===== config.mk =====
export PLATFORM = sky130hd
export DESIGN_NAME = addac_bist
export DESIGN_NICKNAME = d
export VERILOG_FILES = /design/src/rtl/addac_bist.sv
export SDC_FILE = /design/constraint.sdc
export NUM_CORES = 1
export LEC_CHECK = 0
export ABC_CLOCK_PERIOD_IN_PS = 2500
export CAP_MARGIN = 40
export CORE_UTILIZATION = 60
export CTS_CLUSTER_DIAMETER = 150
export DETAILED_ROUTE_END_ITERATION = 7
export PLACE_DENSITY = 0.87
export SKIP_LAST_GASP = 1
export SLEW_MARGIN = 20
export SYNTH_ARGS = -nofsm -noshare
export SYNTH_HDL_FRONTEND = slang
export SYNTH_SLANG_ARGS = --single-unit

===== constraint.sdc =====
create_clock -name clk -period 2.5 [get_ports clk]
set_input_delay 0.625 -clock clk [delete_from_list [all_inputs] [get_ports clk]]
set_output_delay 0.625 -clock clk [all_outputs]
set_load 0.05 [all_outputs]

===== src/rtl/addac_bist.sv =====
// addac_bist: on-chip self-test sequencer for the combinational addac block.
//
// Plays a DEPTH-entry table of 7-bit vectors {a,b,c,d,e,saida1,saida2} into
// addac and checks its two outputs one clock period after each drive. The
// mismatch count, the index of the first failure, and pass/done status are
// reported.
//
// Ports
//   clk        in   system clock, rising edge
//   reset      in   asynchronous, active-high
//   start      in   begin a run (accepted in IDLE or DONE only)
//   vec_we     in   table write enable (ignored while a run is active)
//   vec_waddr  in   table write index
//   vec_wdata  in   table write data {a,b,c,d,e,saida1,saida2}
//   dut_in     out  registered {a,b,c,d,e} to addac
//   saida1     in   addac output 1
//   saida2     in   addac output 2
//   busy       out  run in progress (DRIVE or SAMPLE)
//   done       out  run finished, results stable
//   pass       out  done with zero mismatches
//   err_count  out  saturating mismatch count
//   fail_seen  out  at least one mismatch in the current/last run
//   first_fail out  index of first mismatching vector
//
//   state  | meaning
//   IDLE   | waiting for start, table writable
//   DRIVE  | load dut_in/expected bits from table[idx]
//   SAMPLE | addac has settled; compare outputs, advance idx
//   DONE   | results held, table writable, start reruns

module addac_bist #(
  parameter int DEPTH = 32,
  parameter int AW    = 5,
  parameter int ERRW  = 8
) (
  input  logic            clk,
  input  logic            reset,
  input  logic            start,
  input  logic            vec_we,
  input  logic [AW-1:0]   vec_waddr,
  input  logic [6:0]      vec_wdata,
  output logic [4:0]      dut_in,
  input  logic            saida1,
  input  logic            saida2,
  output logic            busy,
  output logic            done,
  output logic            pass,
  output logic [ERRW-1:0] err_count,
  output logic            fail_seen,
  output logic [AW-1:0]   first_fail
);

  typedef enum logic [1:0] {
    IDLE   = 2'd0,
    DRIVE  = 2'd1,
    SAMPLE = 2'd2,
    DONE   = 2'd3
  } state_t;

  state_t          state_q, state_d;
  logic [AW-1:0]   idx_q, idx_d;
  logic [1:0]      exp_q, exp_d;
  logic [4:0]      dut_in_q, dut_in_d;
  logic [ERRW-1:0] err_q, err_d;
  logic            fail_seen_q, fail_seen_d;
  logic [AW-1:0]   first_fail_q, first_fail_d;

  logic [6:0]      table_q [DEPTH];
  logic [6:0]      rd_vec;
  logic            tbl_wr;
  logic            mismatch;

  // Table is writable only while no run is using it; not reset so a
  // reset mid-run keeps the loaded vectors.
  assign tbl_wr = vec_we && ((state_q == IDLE) || (state_q == DONE));

  always_ff @(posedge clk) begin
    if (tbl_wr) begin
      table_q[vec_waddr] <= vec_wdata;
    end
  end

  assign rd_vec = table_q[idx_q];

  // 4-state compare so X/Z from addac is reported as a failure.
  assign mismatch = ({saida1, saida2} !== exp_q);

  always_ff @(posedge clk or posedge reset) begin
    if (reset) begin
      state_q      <= IDLE;
      idx_q        <= '0;
      exp_q        <= '0;
      dut_in_q     <= '0;
      err_q        <= '0;
      fail_seen_q  <= 1'b0;
      first_fail_q <= '0;
    end else begin
      state_q      <= state_d;
      idx_q        <= idx_d;
      exp_q        <= exp_d;
      dut_in_q     <= dut_in_d;
      err_q        <= err_d;
      fail_seen_q  <= fail_seen_d;
      first_fail_q <= first_fail_d;
    end
  end

  always_comb begin
    state_d      = state_q;
    idx_d        = idx_q;
    exp_d        = exp_q;
    dut_in_d     = dut_in_q;
    err_d        = err_q;
    fail_seen_d  = fail_seen_q;
    first_fail_d = first_fail_q;

    case (state_q)
      IDLE, DONE: begin
        if (start) begin
          idx_d        = '0;
          err_d        = '0;
          fail_seen_d  = 1'b0;
          first_fail_d = '0;
          state_d      = DRIVE;
        end
      end
      DRIVE: begin
        dut_in_d = rd_vec[6:2];
        exp_d    = rd_vec[1:0];
        state_d  = SAMPLE;
      end
      SAMPLE: begin
        if (mismatch) begin
          if (err_q != {ERRW{1'b1}}) begin
            err_d = err_q + ERRW'(1);
          end
          if (!fail_seen_q) begin
            fail_seen_d  = 1'b1;
            first_fail_d = idx_q;
          end
        end
        if (idx_q == AW'(DEPTH - 1)) begin
          state_d = DONE;
        end else begin
          idx_d   = idx_q + AW'(1);
          state_d = DRIVE;
        end
      end
      default: state_d = IDLE;
    endcase
  end

  assign dut_in     = dut_in_q;
  assign busy       = (state_q == DRIVE) || (state_q == SAMPLE);
  assign done       = (state_q == DONE);
  assign pass       = (state_q == DONE) && (err_q == '0);
  assign err_count  = err_q;
  assign fail_seen  = fail_seen_q;
  assign first_fail = first_fail_q;

endmodule


==> results of run 1 <==
## state kept, by name, indices dropped and copies added (netlist names)
| register | count |
|---|---|
| state_q | 2 |
| exp_q | 2 |
| dut_in | 5 |
| fail_seen | 1 |
| idx_q | 5 |
| first_fail | 5 |
| err_count | 8 |
| table_q | 224 |
## power breakdown
part / switching (mW) / internal [mW] / total [mW]
sequential: 0.122 / 4.75 / 4.87
combinational: 1.18 / 0.760 / 1.94
clock: 1.49 / 2.01 / 3.50
## layer usage
layer  track usage [%]  wire, um  up-vias
met1             36.44      8879     2890
met3             4.262      1942       42
met2             42.39     10960      341
li1                  -         -     2518
met5            0.5556         0        -
met4             9.091       594        0
## final cells by class
type | count | area share [%]
inverters | 9 | 0.2804
flip-flops and latches | 252 | 61.68
repair buffers | 92 | 7.009
multi-input cells | 286 | 22.45
well taps | 220 | 2.285
clock inverters | 9 | 0.5919
clock buffers | 36 | 5.701
## cell families (layout without fill, tap and decap cells)
kind of cell	count (synthesis)	after routing
DFF	252	252
adders and majority gates	8	8
xor gates and xnor gates	2	2
buffers and inverters	40	146
muxes	95	95
and+or+nand+nor	103	103
AOI/OAI and AO/OA	78	78
## path summary, 6_finish.rpt
check / from / endpoint / depth (start not counted)
max: err_count[2] / pass / 3
min: reset / dut_in[2] / 3
max reg2reg: state_q[0] / table_q[28][6] / 6
min reg2reg: exp_q[0] / exp_q[0] / 1
max in group asynchronous: reset / idx_q[0] / 3
min in group clk: exp_q[0] / exp_q[0] / 1
## worst min-delay path, cell delays in order
cell and delay, ns:
clkdlybuf4s50_1 0.40, inv_1 0.05, buf_4 0.34
## metrics by stage
step                      power (mW)  area, um^2  instances  utilization, %  setup slack (ns)
final                          10.31       12050        904           71.89           0.03793
after floorplan                6.255       10380        578               -           0.04920
after global placement         6.801       11290        859           67.35            0.1637
after CTS                      10.37       12050        904           71.88           0.01560
after detailed placement       6.881       11290        859           67.35           0.08641
after global routing           10.64       12050        904           71.89          0.002007
## Yosys cell counts (9+ instances only)
cell type,n,area [um^2]
edfxtp_1,224,6726
mux2_2,39,439.2
nor2_1,39,146.4
dfrtp_1,28,700.7
nand2_1,28,105.1
a21oi_1,19,95.09
mux4_2,19,427.9
mux2i_1,18,180.2
mux4_1,16,420.4
buf_2,10,50.05
o21ai_0,10,50.05
inv_1,9,33.78
==> results.json, run 1 <==
{
  "multi_input_area_um2": 2705,
  "setup_viol_count_final": 0,
  "drive_above_1_share_pct": 22.51,
  "wirelength_um": 22380,
  "clock_latency_ns": 0.54,
  "clockBufferDepth": 3,
  "synth_edf_count": 224,
  "seq_area_frac_synth_pct": 71.58,
  "num_rows": 47,
  "timing.fmax_ghz": 0.4062,
  "worst-setup-path-type": "flip-flop to output pin",
  "async_flop_share_pct": 11.11,
  "worst_pin_slew_ns": 0.6607,
  "synth_compound_gate_area_share_pct": 5.559,
  "boundaryPins": 40,
  "drtIter0Drc": 687,
  "cts.sinks": 252,
  "layout_commonest_cell": "edfxtp_1",
  "cts.clk_slew.worst_paths_ns": 0.06,
  "clock_skew_ns": 0.02147,
  "postRouteAntennaNets": 0,
  "fill_cells": 987,
  "antenna_found_initial": 0,
  "critPathTopFamily": "simple AND/OR/NAND/NOR gates",
  "postSynthNetCount": 604,
  "final_hold_viol_count": 0,
  "muxShareOfSynthArea_pct": 14.47,
  "drt-wirelength-per-cell_um": 24.76,
  "hold_ws_ns": 0.4720,
  "fp.dieArea_um2": 17820,
  "r2r_slack_ns": 0.17,
  "nets": 692,
  "die_h_um": 133.5,
  "cts_resized": 2,
  "slew_headroom_pct": 55.79,
  "grt_max_degree": 43,
  "crit_chain": "or4_1 > nor2_2 > buf_12",
  "final_cell_mix": "edfxtp_1, buf_4, mux2_2, nor2_1, clkdlybuf4s50_1",
  "maxCapViolations": 0,
  "die_x_um": 133.5,
  "synth_top_family_by_area": "multiplexers",
  "cts.hold.buffers_added": 0,
  "yosys_register_bits": 252,
  "cp.required_ns": 1.88,
  "synthFlopType": "edfxtp_1",
  "vias": 5791,
  "post_cts_buffers": 0,
  "yosysWarnings": 0,
  "synthesis.area_um2": 10380,
  "diodes": 0,
  "critPathCaptureType": "output pin",
  "hpwlAfterDp_um": 13900,
  "synth_adder_area_share_pct": 0.9647,
  "cp_num_buf_inv": 1,
  "synth_cell_types": 52,
  "cp-start-kind": "flip-flop",
  "grt_pass1_wl_um": 33920,
  "final-seq-area_um2": 7432,
  "drc": 0,
  "vdd_ir_drop_max_mv": 0.6901,
  "io_buffers": 39,
  "synthCells": 578,
  "track_usage_pct": 26.14,
  "crit_arrival_ns": 1.84,
  "path_max_fanout": 8,
  "gr-total-overflow": 0,
  "syn_to_final_growth_pct": 16.12,
  "h-tree-depth": 1,
  "grt_pass1_vias": 5723,
  "min_path_type": "primary input to async pin",
  "cts_tree": "yes",
  "syn_avg_cell_area_um2": 17.95,
  "finalMaxSlewViolations": 0,
  "core_area_um2": 16760,
  "dr.pass1.iters": 5,
  "timing.setup.tns_ns": 0,
  "numCtsBuffers": 25,
  "routed_via_density": 6.406,
  "p_leak_nw": 4.008,
  "synth-xor-area-share_pct": 0.1688,
  "cts-root-buf": "clkbuf_16",
  "finalCritPeriodShare_pct": 98.48,
  "cp_slowest_cell": "or4_1",
  "period_needed_ns": 2.462,
  "powerDensity_nw_per_um2": 855.5,
  "synthSimpleGateAreaFrac_pct": 4.884,
  "outcome": "completed",
  "start_util_pct": 61.91,
  "rsz0062_at_grt": "false",
  "max_stage_delay_ns": 0.56,
  "gp_congestion": 0.9612
}
Note: power is estimated with default switching activity, not from simulation.
==> run 2: changes to the inputs <==
- CORE_MARGIN: default -> 2
- CORE_UTILIZATION: 60 -> 40
- MAX_ROUTING_LAYER: default -> met4
- PLACE_DENSITY: 0.87 -> 0.64
==> run 2 against run 1 <==
Global-route usage shrank 8.6 points. Largest power group unchanged. Clock power up 4%. Combinational power rose by 6%. Register-to-register slack improved by 0.13 ns. Core utilization decreased by 23 points. Power rose by 2.4%. Design area up 2.1%. Fmax increased by 0.54%. Sequential share of layout area shrank 1.3 points. Critical path type unchanged. Via count decreased by 2.4%. Largest cell class unchanged.
==> results.json, run 2 (synthesis gave the netlist of run 1 again) <==
{
  "outcome": "completed",
  "setup_viol_count_final": 0,
  "min_path_type": "primary input to async pin",
  "grt_max_degree": 46,
  "largest_reg_flops": 224,
  "dr.pass1.iters": 8,
  "timing.fmax_ghz": 0.4083,
  "finalMaxSlewViolations": 0,
  "final_hold_viol_count": 0,
  "fp.dieArea_um2": 27240,
  "crit_arrival_ns": 1.82,
  "cts.hold.buffers_added": 0,
  "hpwlAfterDp_um": 14940,
  "path_max_fanout": 8,
  "drtIter0Drc": 581,
  "clock_skew_ns": 0.01570,
  "drt-wirelength-per-cell_um": 22.26,
  "postRouteAntennaNets": 0,
  "layout_commonest_cell": "edfxtp_1",
  "period_needed_ns": 2.449,
  "wirelength_um": 22710,
  "regMostFlops": "table_q",
  "cts.sinks": 252,
  "placed_area_um2": 11490,
  "fin_cells": 1020,
  "clockBufferDepth": 3,
  "grt_pass1_vias": 5743,
  "dp_slack_ns": 0.07536,
  "worst_pin_slew_ns": 0.5949,
  "timing.setup.tns_ns": 0,
  "io_buffers": 39,
  "crit_chain": "or4_1 > nor2_2 > buf_12",
  "r2r_slack_ns": 0.30,
  "start_util_pct": 40.97,
  "cts-root-buf": "clkbuf_16",
  "cp_slowest_cell": "or4_1",
  "routed_via_density": 5.543,
  "drive_above_1_share_pct": 23.91,
  "rsz0062_at_grt": "false",
  "antenna_found_initial": 0,
  "fin_util_pct": 48.58,
  "maxCapViolations": 0,
  "boundaryPins": 40,
  "vias": 5654,
  "gr-total-overflow": 0,
  "setup_ws_ns": 0.05107,
  "cp-start-kind": "flip-flop",
  "final_cell_mix": "edfxtp_1, buf_4, mux2_2, nor2_1, clkdlybuf4s50_1",
  "finalCritPeriodShare_pct": 97.96,
  "final-seq-area_um2": 7431,
  "final_area_um2": 12300,
  "num_rows": 58,
  "core_area_um2": 25330,
  "critPathTopFamily": "simple AND/OR/NAND/NOR gates",
  "clock_latency_ns": 0.53,
  "drc": 0,
  "critPathCaptureType": "output pin",
  "track_usage_pct": 17.57,
  "dpl.cell_count": 976,
  "numCtsBuffers": 26,
  "cts_tree": "yes",
  "p_leak_nw": 4.113,
  "fill_cells": 2089,
  "cp_num_buf_inv": 1,
  "h-tree-depth": 1,
  "die_h_um": 165.1,
  "syn_to_final_growth_pct": 18.58,
  "gp_congestion": 0.8468,
  "cts.clk_slew.worst_paths_ns": 0.06,
  "cp.required_ns": 1.88,
  "nets": 700,
  "multi_input_area_um2": 2708,
  "vdd_ir_drop_max_mv": 0.9347,
  "die_x_um": 165.1,
  "slew_headroom_pct": 60.34,
  "worst-setup-path-type": "flip-flop to output pin",
  "max_stage_delay_ns": 0.54,
  "powerDensity_nw_per_um2": 858.1,
  "grt_pass1_wl_um": 34180,
  "diodes": 0
}
## run 2: worst paths after layout
check / start / to / cells after the start
setup / recovery: err_count[3] / pass / 3
hold / removal: reset / err_count[0] / 3
setup reg to reg: state_q[0] / table_q[12][0] / 6
hold reg to reg: dut_in[3] / dut_in[3] / 1
max in group asynchronous: reset / idx_q[0] / 3
min in group clk: dut_in[3] / dut_in[3] / 1
## run 2: timing repair
action                                  4_1_cts  5_1_grt
gates resized for setup                       2        5
hold endpoints to repair                      0        0
buffers inserted                              0        0
pin swaps                                     0        0
endpoints found under the setup margin        2        5
## run 2: layer usage
metal	global-route usage (%)	vias up	part of all wire, %
met3	3.022	39	7.0
met1	23.17	2868	42
met5	-	-	0
met4	4.427	0	2.3
li1	-	2525	-
met2	28.64	222	49
## run 2: power breakdown
group          switching, mW  total [mW]  internal [mW]
Clock                   1.52        3.63           2.12
Sequential             0.130        4.88           4.75
Combinational           1.23        2.05          0.823
## run 2: final cells by class
type / count / area share (%)
Sequential cell: 252 / 60.39
Multi-Input combinational cell: 286 / 22.01
Timing Repair Buffer: 99 / 7.454
Clock buffer: 32 / 5.471
Tap cell: 330 / 3.356
Clock inverter: 12 / 1.047
Inverter: 9 / 0.2746
## run 2: worst min-delay path: stages
cell and delay, ns:
clkdlybuf4s50_1 0.40, inv_1 0.05, buf_4 0.35
## run 2: metrics by stage
stage	hold slack [ns]	total power, mW
2_1_floorplan	0.4969	6.255
3_3_place_gp	0.4945	6.964
3_5_place_dp	0.5050	7.009
4_1_cts	0.5026	10.64
5_1_grt	0.5361	10.96
6_report	0.4949	10.56
==> run 3: changes to the inputs <==
- TNS_END_PERCENT: default -> 20
==> run 3 against run 2 <==
Die area unchanged. Core utilization about the same. Global-route usage unchanged. Sequential cell count did not move. Largest power group unchanged. Highest routed layer unchanged.
==> results.json, run 3 (synthesis gave the netlist of run 1 again) <==
{
  "outcome": "completed",
  "numCtsBuffers": 26,
  "wirelength_um": 22670,
  "setup_viol_count_final": 0,
  "post_cts_buffers": 0,
  "diodes": 0,
  "p_int_mw": 7.676,
  "power_switching_mw": 2.871,
  "crit_chain": "or4_1 > nor2_2 > buf_12",
  "critPathTopFamily": "simple AND/OR/NAND/NOR gates",
  "drive_above_1_share_pct": 23.62,
  "gr-total-overflow": 0,
  "vias": 5634,
  "core_area_um2": 25330,
  "worst-setup-path-type": "flip-flop to output pin",
  "cts.sinks": 252,
  "io_buffers": 39,
  "crit_arrival_ns": 1.83,
  "drtIter0Drc": 581,
  "power.share.clock_pct": 34.4,
  "routed_via_density": 5.524,
  "layout_commonest_cell": "edfxtp_1",
  "cts-root-buf": "clkbuf_16",
  "track_usage_pct": 17.57,
  "finalMaxSlewViolations": 0,
  "cts_tree": "yes",
  "path_max_fanout": 8,
  "final_hold_viol_count": 0,
  "period_needed_ns": 2.454,
  "cts.clk_slew.worst_paths_ns": 0.06,
  "die_x_um": 165.1,
  "largest_reg_flops": 224,
  "boundaryPins": 40,
  "clock_skew_ns": 0.01545,
  "setup_ws_ns": 0.04645,
  "seqPwrFrac_pct": 46.2,
  "p_sw_share_pct": 27.22,
  "finalCritPeriodShare_pct": 98.14,
  "nets": 700,
  "clockBufferDepth": 3,
  "cp.depth": 3,
  "critPathCaptureType": "output pin",
  "num_rows": 58,
  "maxCapViolations": 0,
  "antenna_found_initial": 0,
  "timing.fmax_ghz": 0.4076,
  "start_util_pct": 40.97,
  "vdd_ir_drop_max_mv": 0.9347,
  "cp-start-kind": "flip-flop",
  "fill_cells": 2094,
  "powerDensity_nw_per_um2": 857.8,
  "dr.pass1.iters": 8,
  "reg2regPathDepth": 6,
  "syn_to_final_growth_pct": 18.50,
  "grt_max_degree": 46,
  "h-tree-depth": 1,
  "final_cell_mix": "edfxtp_1, buf_4, mux2_2, nor2_1, clkdlybuf4s50_1",
  "hpwlAfterDp_um": 14940,
  "finalPower_mw": 10.55,
  "gp_congestion": 0.8468,
  "cp_slowest_cell": "or4_1",
  "worst_pin_slew_ns": 0.5951,
  "p_leak_nw": 4.079,
  "timing.setup.tns_ns": 0,
  "drt-wirelength-per-cell_um": 22.23,
  "fp.dieArea_um2": 27240,
  "drc": 0,
  "dp_slack_ns": 0.07536,
  "min_path_type": "primary input to async pin",
  "cp.required_ns": 1.88,
  "die_h_um": 165.1,
  "cp_num_buf_inv": 1,
  "max_stage_delay_ns": 0.56,
  "clock_latency_ns": 0.53,
  "grt_pass1_vias": 5743,
  "slew_headroom_pct": 60.33,
  "regMostFlops": "table_q",
  "postRouteAntennaNets": 0,
  "p_comb_share_pct": 19.3,
  "grt_pass1_wl_um": 34180,
  "rsz0062_at_grt": "true"
}
-- run 3: cell types whose count changed in the layout (fill, tap and decap cells not counted) --
cell,delta
clkdlybuf4s50_1,+2
dlymetal6s2s_1,-2
dfrtp_1,+1
dfrtp_2,-1
ha_1,+1
ha_2,-1
-- run 3: metrics by stage --
step / util (%) / hold slack, ns / instance area [um^2] / instances
global placement: 45.37 / 0.4945 / 11490 / 976
floorplan: - / 0.4969 / 10380 / 578
finish: 48.55 / 0.4949 / 12300 / 1020
CTS: 48.53 / 0.5026 / 12290 / 1020
detailed placement: 45.37 / 0.5050 / 11490 / 976
global route: 48.55 / 0.5361 / 12300 / 1020
-- run 3: area by class of cell --
| class | count | area [um^2] | area share, % |
|---|---|---|---|
| clock buffer | 32 | 673.1 | 5.475 |
| clock inverter | 12 | 128.9 | 1.048 |
| inverter | 9 | 33.78 | 0.2748 |
| multi-input combinational | 286 | 2705 | 22.00 |
| sequential | 252 | 7430 | 60.43 |
| tap | 330 | 412.9 | 3.358 |
| timing repair buffer | 99 | 912.1 | 7.418 |
-- run 3: worst paths after layout --
check,start,endpoint,slack [ns]
max in group asynchronous,reset,idx_q[0],1.69
min in group clk,dut_in[3],dut_in[3],0.51
max,err_count[2],pass,0.05
min,reset,err_count[0],0.49
min reg2reg,dut_in[3],dut_in[3],0.51
max reg2reg,state_q[0],table_q[12][0],0.23
-- run 3: routing by layer --
layer,GRT usage [%],part of all wire [%],vias to the layer above
met1,23.17,42,2850
met2,28.64,49,217
li1,-,-,2528
met4,4.427,2.3,0
met3,3.022,6.8,39
met5,-,0,-
-- run 3: tightest hold or removal path, cell delays in order --
cell	delay (ns)
clkdlybuf4s50_1	0.40
inv_1	0.05
buf_4	0.35
-- run 3: repair_timing --
item / in CTS / in global routing
setup endpoints to repair: 2 / 5
pin swaps: 0 / 0
resized for setup: 1 / 2
hold buffers: 0 / 0
-- run 3: power by group through the flow --
| stage | combinational, mW | sequential (mW) | clock, mW |
|---|---|---|---|
| detailed placement | 2.05 | 4.96 | 0 |
| CTS | 2.05 | 4.88 | 3.71 |
| finish | 2.04 | 4.88 | 3.63 |
| floorplan | 1.11 | 5.14 | 0 |
| global route | 2.19 | 4.89 | 3.87 |
| global placement | 2.01 | 4.95 | 0 |
